==> src/rtl/mips_pkg.sv <==
// mips_pkg: shared widths, register-index types, major opcode encodings and the
// operand bypass helper used by the 16-bit MIPS writeback stage.
package mips_pkg;

  localparam int DATA_W     = 16;
  localparam int REG_ADDR_W = 3;
  localparam int NUM_REGS   = 1 << REG_ADDR_W;

  typedef logic [DATA_W-1:0]     data_t;
  typedef logic [REG_ADDR_W-1:0] reg_addr_t;

  typedef enum logic [3:0] {
    OP_RTYPE = 4'h0,
    OP_ADDI  = 4'h1,
    OP_LW    = 4'h2,
    OP_SW    = 4'h3,
    OP_BEQ   = 4'h4,
    OP_J     = 4'h5
  } opcode_e;

  // Forward the value being written this cycle to a decode read of the same
  // register, since the register file only shows it after the edge.
  function automatic data_t bypass(input logic      we,
                                   input reg_addr_t dest,
                                   input reg_addr_t src,
                                   input data_t     wdata,
                                   input data_t     raw);
    return (we && (dest == src)) ? wdata : raw;
  endfunction

endpackage

==> src/rtl/writeback_stage_if.sv <==
// writeback_stage_if: bundle of the signals between the writeback stage and its
// neighbours (MEM stage, decode/issue, register-file write port).
//   slave  : the writeback stage (consumes mem_*/issue_*/dec_*, drives results)
//   master : the surrounding pipeline / testbench
interface writeback_stage_if;
  import mips_pkg::*;

  logic      mem_valid;
  logic      mem_reg_write;
  logic      mem_mem_to_reg;
  reg_addr_t mem_dest;
  data_t     mem_alu_result;
  data_t     mem_read_data;

  logic      issue_valid;
  logic      issue_writes;
  reg_addr_t issue_dest;
  reg_addr_t dec_src1;
  reg_addr_t dec_src2;
  data_t     dec_rd1_raw;
  data_t     dec_rd2_raw;

  logic      reg_write;
  reg_addr_t write_reg;
  data_t     write_data;
  data_t     dec_rd1;
  data_t     dec_rd2;
  logic      stall;
  logic      sb_err;

  modport slave (
    input  mem_valid, mem_reg_write, mem_mem_to_reg, mem_dest, mem_alu_result,
           mem_read_data, issue_valid, issue_writes, issue_dest, dec_src1,
           dec_src2, dec_rd1_raw, dec_rd2_raw,
    output reg_write, write_reg, write_data, dec_rd1, dec_rd2, stall, sb_err
  );

  modport master (
    output mem_valid, mem_reg_write, mem_mem_to_reg, mem_dest, mem_alu_result,
           mem_read_data, issue_valid, issue_writes, issue_dest, dec_src1,
           dec_src2, dec_rd1_raw, dec_rd2_raw,
    input  reg_write, write_reg, write_data, dec_rd1, dec_rd2, stall, sb_err
  );

endinterface

==> src/rtl/wb_scoreboard.sv <==
// wb_scoreboard: per-register count of outstanding writes. Issue of a writing
// instruction increments its destination, retirement in WB decrements it.
// Ports: clk, rst (sync, active-high); wb_valid/wb_reg_write/wb_dest (retire
// side); issue_valid/issue_writes/issue_dest, dec_src1/dec_src2 (issue side);
// stall (decode must hold), sb_err (sticky underflow flag).
module wb_scoreboard
  import mips_pkg::*;
#(
  parameter int MAX_INFLIGHT   = 3,
  parameter bit ZERO_HARDWIRED = 1'b1
) (
  input  logic      clk,
  input  logic      rst,
  input  logic      wb_valid,
  input  logic      wb_reg_write,
  input  reg_addr_t wb_dest,
  input  logic      issue_valid,
  input  logic      issue_writes,
  input  reg_addr_t issue_dest,
  input  reg_addr_t dec_src1,
  input  reg_addr_t dec_src2,
  output logic      stall,
  output logic      sb_err
);

  localparam int CNT_W = $clog2(MAX_INFLIGHT + 1);
  localparam logic [CNT_W-1:0] CNT_MAX = CNT_W'(MAX_INFLIGHT);
  localparam logic [CNT_W-1:0] CNT_ONE = CNT_W'(1);

  logic [CNT_W-1:0] cnt [NUM_REGS];
  logic retire, accept, busy1, busy2, full;

  function automatic logic is_zero(input reg_addr_t r);
    return ZERO_HARDWIRED && (r == '0);
  endfunction

  // A source whose only pending write retires this cycle is not busy: the
  // bypass mux in the top supplies the value.
  function automatic logic src_busy(input reg_addr_t src, input logic [CNT_W-1:0] c,
                                    input logic ret, input reg_addr_t wdst);
    return !is_zero(src) && (c != '0) && !(ret && (wdst == src) && (c == CNT_ONE));
  endfunction

  always_comb begin
    retire = wb_valid && wb_reg_write && !is_zero(wb_dest);
    busy1  = src_busy(dec_src1, cnt[dec_src1], retire, wb_dest);
    busy2  = src_busy(dec_src2, cnt[dec_src2], retire, wb_dest);
    // A saturated destination can still accept if one of its writes retires now.
    full   = issue_writes && (cnt[issue_dest] == CNT_MAX) &&
             !(retire && (wb_dest == issue_dest));
    stall  = issue_valid && (busy1 || busy2 || full);
    accept = issue_valid && !stall && issue_writes && !is_zero(issue_dest);
  end

  always_ff @(posedge clk) begin
    if (rst) begin
      for (int i = 0; i < NUM_REGS; i++) cnt[i] <= '0;
      sb_err <= 1'b0;
    end else begin
      for (int i = 0; i < NUM_REGS; i++) begin
        if (accept && (issue_dest == reg_addr_t'(i)) &&
            !(retire && (wb_dest == reg_addr_t'(i)))) begin
          cnt[i] <= cnt[i] + CNT_ONE;
        end else if (retire && (wb_dest == reg_addr_t'(i)) &&
                     !(accept && (issue_dest == reg_addr_t'(i))) &&
                     (cnt[i] != '0)) begin
          cnt[i] <= cnt[i] - CNT_ONE;
        end
      end
      if (retire && (cnt[wb_dest] == '0)) sb_err <= 1'b1;
    end
  end

endmodule

==> src/rtl/writeback_stage.sv <==
// writeback_stage: MEM/WB pipeline register, result select, register-file write
// port, decode operand bypass and RAW-hazard scoreboard.
// Ports: clk, rst (sync, active-high), bus (writeback_stage_if.slave) carrying
// mem_* inputs, issue/decode inputs, and reg_write/write_reg/write_data,
// dec_rd1/dec_rd2, stall, sb_err outputs.
module writeback_stage
  import mips_pkg::*;
#(
  parameter int MAX_INFLIGHT   = 3,
  parameter bit ZERO_HARDWIRED = 1'b1
) (
  input  logic                clk,
  input  logic                rst,
  writeback_stage_if.slave    bus
);

  logic      wb_valid, wb_reg_write, wb_mem_to_reg;
  reg_addr_t wb_dest;
  data_t     wb_alu, wb_rdata;
  logic      wb_we;
  data_t     wb_result;

  always_ff @(posedge clk) begin
    if (rst) begin
      wb_valid      <= 1'b0;
      wb_reg_write  <= 1'b0;
      wb_mem_to_reg <= 1'b0;
      wb_dest       <= '0;
      wb_alu        <= '0;
      wb_rdata      <= '0;
    end else begin
      wb_valid      <= bus.mem_valid;
      wb_reg_write  <= bus.mem_reg_write;
      wb_mem_to_reg <= bus.mem_mem_to_reg;
      wb_dest       <= bus.mem_dest;
      wb_alu        <= bus.mem_alu_result;
      wb_rdata      <= bus.mem_read_data;
    end
  end

  assign wb_we     = wb_valid && wb_reg_write && !(ZERO_HARDWIRED && (wb_dest == '0));
  assign wb_result = wb_mem_to_reg ? wb_rdata : wb_alu;

  assign bus.reg_write  = wb_we;
  assign bus.write_reg  = wb_dest;
  assign bus.write_data = wb_result;
  assign bus.dec_rd1    = bypass(wb_we, wb_dest, bus.dec_src1, wb_result, bus.dec_rd1_raw);
  assign bus.dec_rd2    = bypass(wb_we, wb_dest, bus.dec_src2, wb_result, bus.dec_rd2_raw);

  wb_scoreboard #(
    .MAX_INFLIGHT  (MAX_INFLIGHT),
    .ZERO_HARDWIRED(ZERO_HARDWIRED)
  ) u_scoreboard (
    .clk         (clk),
    .rst         (rst),
    .wb_valid    (wb_valid),
    .wb_reg_write(wb_reg_write),
    .wb_dest     (wb_dest),
    .issue_valid (bus.issue_valid),
    .issue_writes(bus.issue_writes),
    .issue_dest  (bus.issue_dest),
    .dec_src1    (bus.dec_src1),
    .dec_src2    (bus.dec_src2),
    .stall       (bus.stall),
    .sb_err      (bus.sb_err)
  );

endmodule

==> src/flat_wrapper.sv <==
// flat-port wrapper written by rule: the top's interface ports become plain ports
module writeback_stage_flat import mips_pkg::*;
#(
  parameter int MAX_INFLIGHT   = 3,
  parameter bit ZERO_HARDWIRED = 1'b1
)
  (clk, rst, bus_mem_valid, bus_mem_reg_write, bus_mem_mem_to_reg, bus_mem_dest, bus_mem_alu_result, bus_mem_read_data, bus_issue_valid, bus_issue_writes, bus_issue_dest, bus_dec_src1, bus_dec_src2, bus_dec_rd1_raw, bus_dec_rd2_raw, bus_reg_write, bus_write_reg, bus_write_data, bus_dec_rd1, bus_dec_rd2, bus_stall, bus_sb_err);
  writeback_stage_if bus_i ();
  input  logic clk;
  input  logic rst;
  input wire logic [$bits(bus_i.mem_valid)-1:0] bus_mem_valid;
  input wire logic [$bits(bus_i.mem_reg_write)-1:0] bus_mem_reg_write;
  input wire logic [$bits(bus_i.mem_mem_to_reg)-1:0] bus_mem_mem_to_reg;
  input wire logic [$bits(bus_i.mem_dest)-1:0] bus_mem_dest;
  input wire logic [$bits(bus_i.mem_alu_result)-1:0] bus_mem_alu_result;
  input wire logic [$bits(bus_i.mem_read_data)-1:0] bus_mem_read_data;
  input wire logic [$bits(bus_i.issue_valid)-1:0] bus_issue_valid;
  input wire logic [$bits(bus_i.issue_writes)-1:0] bus_issue_writes;
  input wire logic [$bits(bus_i.issue_dest)-1:0] bus_issue_dest;
  input wire logic [$bits(bus_i.dec_src1)-1:0] bus_dec_src1;
  input wire logic [$bits(bus_i.dec_src2)-1:0] bus_dec_src2;
  input wire logic [$bits(bus_i.dec_rd1_raw)-1:0] bus_dec_rd1_raw;
  input wire logic [$bits(bus_i.dec_rd2_raw)-1:0] bus_dec_rd2_raw;
  output wire logic [$bits(bus_i.reg_write)-1:0] bus_reg_write;
  output wire logic [$bits(bus_i.write_reg)-1:0] bus_write_reg;
  output wire logic [$bits(bus_i.write_data)-1:0] bus_write_data;
  output wire logic [$bits(bus_i.dec_rd1)-1:0] bus_dec_rd1;
  output wire logic [$bits(bus_i.dec_rd2)-1:0] bus_dec_rd2;
  output wire logic [$bits(bus_i.stall)-1:0] bus_stall;
  output wire logic [$bits(bus_i.sb_err)-1:0] bus_sb_err;
  assign bus_i.mem_valid = bus_mem_valid;
  assign bus_i.mem_reg_write = bus_mem_reg_write;
  assign bus_i.mem_mem_to_reg = bus_mem_mem_to_reg;
  assign bus_i.mem_dest = bus_mem_dest;
  assign bus_i.mem_alu_result = bus_mem_alu_result;
  assign bus_i.mem_read_data = bus_mem_read_data;
  assign bus_i.issue_valid = bus_issue_valid;
  assign bus_i.issue_writes = bus_issue_writes;
  assign bus_i.issue_dest = bus_issue_dest;
  assign bus_i.dec_src1 = bus_dec_src1;
  assign bus_i.dec_src2 = bus_dec_src2;
  assign bus_i.dec_rd1_raw = bus_dec_rd1_raw;
  assign bus_i.dec_rd2_raw = bus_dec_rd2_raw;
  assign bus_reg_write = bus_i.reg_write;
  assign bus_write_reg = bus_i.write_reg;
  assign bus_write_data = bus_i.write_data;
  assign bus_dec_rd1 = bus_i.dec_rd1;
  assign bus_dec_rd2 = bus_i.dec_rd2;
  assign bus_stall = bus_i.stall;
  assign bus_sb_err = bus_i.sb_err;
  writeback_stage #(.MAX_INFLIGHT(MAX_INFLIGHT), .ZERO_HARDWIRED(ZERO_HARDWIRED)) u_core (.clk(clk), .rst(rst), .bus(bus_i));
endmodule
==> config.mk <==
export PLATFORM = sky130hd
export DESIGN_NAME = writeback_stage_flat
export DESIGN_NICKNAME = d
export VERILOG_FILES = /design/src/rtl/mips_pkg.sv /design/src/rtl/writeback_stage_if.sv /design/src/rtl/wb_scoreboard.sv /design/src/rtl/writeback_stage.sv /design/src/flat_wrapper.sv
export SDC_FILE = /design/constraint.sdc
export NUM_CORES = 1
export LEC_CHECK = 0
export ABC_AREA = 0
export BUFFER_PORTS_ARGS = -buffer_cell sky130_fd_sc_hd__buf_2
export CAP_MARGIN = 20
export CORE_MARGIN = 3
export CORE_UTILIZATION = 53
export DETAILED_ROUTE_END_ITERATION = 6
export HOLD_SLACK_MARGIN = 0.02
export MAX_ROUTING_LAYER = met4
export PLACE_DENSITY_LB_ADDON = 0.05
export SYNTH_ARGS = -nofsm -noshare
export SYNTH_HDL_FRONTEND = slang
export SYNTH_SLANG_ARGS = --single-unit
==> constraint.sdc <==
create_clock -name clk -period 7 [get_ports clk]
set_input_delay 0.35 -clock clk [delete_from_list [all_inputs] [get_ports clk]]
set_output_delay 0.35 -clock clk [all_outputs]
set_load 0.02 [all_outputs]
==> metrics, run 1 <==
sequential-to-total area share from yosys stat=37.4%; IO buf count=136; PwrDens=roughly 180 nW/um^2; share of cells above drive strength 1=33.7%; Die Span Y=~86 um; worst slew pin tran=1.07 ns; H-tree levels=2; clk slew on worst S/H paths=0.10 ns; GRT overflow=0; HPWL after DPL=7.17 mm; Syn Inst Count=~390; Nets=588; Mapped Avg Cell Area=just under 9 um^2; Max clock buf depth=2; Post-Route WL=9.36 mm; site row count=28; fin util=68.7%; ys flop type=dfxtp_1; top-area cell type share of the netlist area=23.1%; number of buffers created by CTS=5; Area growth syn-to-layout=23.4%; Slew Viols, Final=0; die area=around 7400 um^2; Starting DRT DRC Count=124; MaxCap Viol Count=0; footprint of the multi-input gates=1900 um^2; RSZ-0062 raised after global routing=no; Cell variety after synth=55; Top-Level Pins=137; Tmin final=3.05 ns; Crit path arrival time=2.70 ns; die width=85.8 um; synthesized flop and latch total=55; drt wl/cell=around 16 um; CP startpoint kind=flip-flop; Netlist Area Pre-Place=between 3000 and 4000 um^2; CP required=6.65 ns; DRT Pass-1 Iters=5; FILL cells=538; vias per cell=5.60; count leader, synth=nor2_1; largest net degree at the start of global routing=58; Max Fanout on Critical Path=18; status=complete, no violations; FFs w/ async S/R, synth=0%; period utilization=43.6%; # DRC=0; # hold bufs at CTS=0; # resized after CTS=0; first-pass GRT wire length=15.1 mm; global-route usage over all layers=26.5%; WS Path Type=reg2out; Largest regs=u_core.u_scoreboard.cnt x16, u_core.wb_alu x16, u_core.wb_rdata x16; worst vdd ir=0.0926 mV; Synth top cells by count=nor2_1, a21oi_1, dfxtp_1; Hold Crit Class=in2reg; antenna cells=0; setup bufs post-CTS=0; Clock Sinks=55; clock root buffer=clkbuf_8; largest cells by area after synthesis=dfxtp_1, edfxtp_1, nor2b_1; Worst setup EP type=primary output; Post-Route Setup TNS=0 ns; Placeable Area=roughly 6100 um^2; Synth area leader=dfxtp_1; initial antenna violation count=0; CTS tree=yes; Peak Freq=about 330 MHz; LEAKAGE=0.00188 uW; Initial Util=55.7%; RD Place Congestion=0.933; final hold viol count=0; via count=approximately 3200; remaining antenna violation count=0; EDFF count, synth=16; Warnings, synthesis=0; Final Skew=0.00462 ns; final setup vio count=0; Rel. slew slack=between 20% and 30%; vias in the first global route=around 3100; Register Area=1260 um^2; clk_lat worst skew=0.31 ns
[layout make-up]
cell class                      count  share of cell area, %
Timing Repair Buffer              139                   16.9
Clock inverter                      1                  0.210
Tap cell                           75                   2.25
Sequential cell                    55                   30.3
Clock buffer                        7                   2.58
Multi-Input combinational cell    279                   45.6
Inverter                           24                   2.16
[through the flow]
stage	cell area, um^2	setup slack, ns	hold slack (ns)	total power [uW]	std cells
3_5_place_dp	4050	4.03	0.464	529	572
2_1_floorplan	3380	4.52	0.478	471	388
6_report	4170	3.95	0.242	731	580
4_1_cts	4170	3.95	0.242	735	580
5_1_grt	4170	3.74	0.246	766	580
3_3_place_gp	4050	4.21	0.451	525	572
[worst max-delay path, cell delays in order, from the launching register on]
cell and delay, ns:
dfxtp_1 0.70, o311ai_2 0.28, o41ai_1 0.40, a21oi_1 0.08, a22oi_2 0.27, nand2_2 0.25, and2_1 0.24, buf_2 0.15
[layout by cell type, fill, tap and decap left out, types with 4 or more instances in the layout]
cell type and count:
mux2i_1 22, or3_1 4, nand2_1 14, nor2_1 53, mux4_2 9, a21oi_1 40, o21ai_0 4, o211ai_1 7
clkbuf_8 6, nor3_1 10, inv_1 21, nor2b_1 38, a211oi_1 4, xor2_1 9, edfxtp_1 16, dfxtp_1 39
o21ai_1 4, buf_2 136, nand4_1 5, nand3_1 10
[logic make-up (layout without fill, tap and decap cells)]
kind of cell | after synthesis | after routing | share of synthesized area, %
DFF | 55 | 55 | 37.4
buffers and inverters | 54 | 171 | 6.41
adders and majority gates | 1 | 1 | 0.371
other | 1 | 2 | 0.111
AOI/OAI and AO/OA | 72 | 72 | 13.9
and+or+nand+nor | 159 | 159 | 25.5
xor gates and xnor gates | 12 | 12 | 3.11
muxes | 33 | 33 | 13.2
[power breakdown]
group	switching (uW)	leakage (uW)	internal, uW
clock	105	0.0000600	103
combinational	91.0	0.00133	69.0
sequential	18.4	0.000488	344
total	214	0.00188	517
[layer usage]
layer  vias up  wire length (um)  share of wire (%)  track usage, %
li1       1573                 -                  -               -
met2       165              4780                 51            46.8
met3        21               789                8.4            4.51
met5         -                 0                  0               -
met1      1487              3580                 38            30.3
met4         0               210                2.2            9.06
[worst paths after layout]
path / cells after the start / to / slack (ns) / start
worst min-delay path: 2 / u_core.wb_rdata[11] / 0.24 / bus_mem_read_data[11]
worst max-delay path: 7 / bus_stall / 3.95 / u_core.bus.write_reg[1]
worst max register to register: 7 / u_core.u_scoreboard.cnt[4][1] / 4.04 / u_core.bus.write_reg[1]
worst min register to register: 2 / u_core.u_scoreboard.sb_err / 0.48 / u_core.u_scoreboard.sb_err
Power figures use the tool's default switching activity.
==> run 2, diff against run 1 <==
CORE_UTILIZATION = 44   (was 53)
clock period = 2.6 ns   (was 7 ns; I/O delays follow)
==> metrics, run 2 (synthesis results as in run 1) <==
status=complete, no violations; H-tree levels=2 (unchanged); vias in the first global route=2960 (-4.4%); final hold viol count=0 (unchanged); Placeable Area=7330 um^2 (+21%); cell area after layout=4520 um^2 (+8.4%); leading cell type in the layout, fill and taps excluded=buf_2; IO buf count=136 (unchanged); FF-to-FF Start=u_core.u_scoreboard.cnt[7][1]; Fin Hold WS=0.0262 ns (-0.216 ns); placed inst area=4220 um^2 (+4.1%); RD Place Congestion=1.04 (+12%); largest net degree at the start of global routing=39 (-33%); Max clock buf depth=2 (unchanged); Peak Freq=around 400 MHz; most frequent cells in the layout=buf_2, nor2_1, a21oi_1; Hold Crit Class=in2reg; initial antenna violation count=0 (unchanged); HPWL after DPL=7.58 mm (+5.8%); Worst Min Path Start=bus_mem_mem_to_reg; Starting DRT DRC Count=134 (+8.1%); CP startpoint kind=flip-flop; Worst R2R Setup Slack=0.09 ns (-3.95 ns); Crit path arrival time=2.58 ns (-0.12 ns); global-route usage over all layers=22.7% (-3.8 points); drt wl/cell=15.9 um (-1.6%); GRT met3 Usage=3.38% (-1.1 points); CTS tree=yes; DRT Pass-1 Iters=5 (unchanged); Rel. slew slack=59.1% (+31 points); # DRC=0 (unchanged); clock root buffer=clkbuf_8; Post-Route WL=10.2 mm (+9.1%); Worst Hold End=u_core.wb_mem_to_reg; worst slew pin tran=0.613 ns (-0.457 ns); clk_lat worst skew=0.31 ns (about the same); WHS Path Cells=2 (unchanged); die area=8760 um^2 (+19%); FILL cells=672 (+25%); share of cells above drive strength 1=36.6% (+2.9 points); via count=3336 (+2.8%); vias per cell=5.19 (-7.3%); Area growth syn-to-layout=33.8%; LEAKAGE=0.00206 uW (+9.7%); met1 Usage GRT=27.9% (-2.4 points); worst reg2reg path endpoint=u_core.u_scoreboard.cnt[4][1]; Initial Util=46.0% (-9.6 points); antenna cells=0 (unchanged); number of buffers created by CTS=5 (unchanged); worst vdd ir=0.219 mV (+140%); Max Fanout on Critical Path=8 (-10); PwrDens=438 nW/um^2 (+150%); Slew Viols, Final=0 (unchanged); WS Path Type=reg2reg; Final Skew=0.00651 ns (+0.00189 ns); Die Span Y=93.6 um (+9.1%); Nets=627 (+6.6%); Worst setup EP type=flip-flop; Tmin final=2.51 ns; site row count=31 (+11%); CP required=2.67 ns (-3.98 ns); Top-Level Pins=137 (unchanged); clk slew on worst S/H paths=0.10 ns (about the same); die width=93.6 um (+9.1%); first-pass GRT wire length=15.1 mm (about the same); Largest regs=u_core.u_scoreboard.cnt x16, u_core.wb_alu x16, u_core.wb_rdata x16; GRT overflow=0 (unchanged); remaining antenna violation count=0 (unchanged); final setup vio count=0 (unchanged); Top Usage Layer GRT=met2; MaxCap Viol Count=0 (unchanged); reg2reg path depth=6 (-1); grt met2 use=38.7% (-8.1 points); period utilization=96.6%; Clock Sinks=55 (unchanged)
-- run 2: cell count changes in the layout (fill, tap and decap cells not counted) --
cell / previous run / this run
inv_6: 1 / 0
inv_4: 0 / 1
buf_4: 3 / 29
o41ai_2: 0 / 1
nand2_4: 0 / 1
clkinv_4: 0 / 1
nor4_1: 2 / 1
dlygate4sd3_1: 0 / 12
nor4_2: 0 / 1
o41ai_1: 1 / 0
clkbuf_16: 1 / 0
-- run 2: per-layer routing --
metal / wire [um] / up-vias
li1: - / 1661
met4: 196 / 0
met1: 4350 / 1532
met2: 4960 / 129
met3: 698 / 14
met5: 0 / -
-- run 2: final cells by class --
class,count,area (um^2),area share [%]
flip-flops and latches,55,1260,27.9
inverters,24,90.1,1.99
well taps,99,124,2.74
clock inverters,2,15.0,0.332
multi-input cells,280,1930,42.6
repair buffers,177,1020,22.5
clock buffers,6,82.6,1.83
-- run 2: per-stage QoR --
step	setup TNS [ns]	cells	utilization (%)	power, uW	worst slack (ns)
after floorplan	0	388	-	1270	0.117
after global placement	0	614	57.5	1440	0.0689
after CTS	0	633	60.4	1970	0.0415
after global routing	-0.109	643	61.6	2070	-0.0655
final	0	643	61.6	1980	0.0881
after detailed placement	0	614	57.5	1450	0.00355
-- run 2: timing repair --
item | in CTS | in global routing
setup endpoints to repair | 6 | 9
setup buffers | 0 | 8
resized for setup | 1 | 2
hold buffers | 11 | 1
pin swaps | 0 | 3
endpoints found under the hold margin | 11 | 1
gates cloned | 0 | 1
-- run 2: how the worst max path moves through the flow --
stage                                             start                             to  slack [ns]  depth (start not counted)
after floorplan                 u_core.bus.write_reg[1]  u_core.u_scoreboard.cnt[4][1]        0.12                          8
after global placement    u_core.u_scoreboard.cnt[7][1]  u_core.u_scoreboard.cnt[1][1]        0.07                          6
after detailed placement  u_core.u_scoreboard.cnt[1][0]  u_core.u_scoreboard.cnt[1][1]       0.004                          7
after CTS                 u_core.u_scoreboard.cnt[1][0]  u_core.u_scoreboard.cnt[4][1]        0.04                          7
after global routing            u_core.bus.write_reg[0]  u_core.u_scoreboard.cnt[2][0]       -0.07                          9
final                     u_core.u_scoreboard.cnt[7][1]  u_core.u_scoreboard.cnt[4][1]        0.09                          6
-- run 2: power breakdown --
part / switching (uW) / total (uW) / internal, uW
clock: 291 / 510 / 219
combinational: 288 / 516 / 228
sequential: 24.9 / 952 / 927
-- run 2: worst max-delay path, stage by stage, from the launching register on --
cell,delay [ns]
edfxtp_1,0.45
mux4_2,0.50
mux2_2,0.30
o32ai_4,0.22
nand2_4,0.16
nor3b_2,0.27
mux2_1,0.36
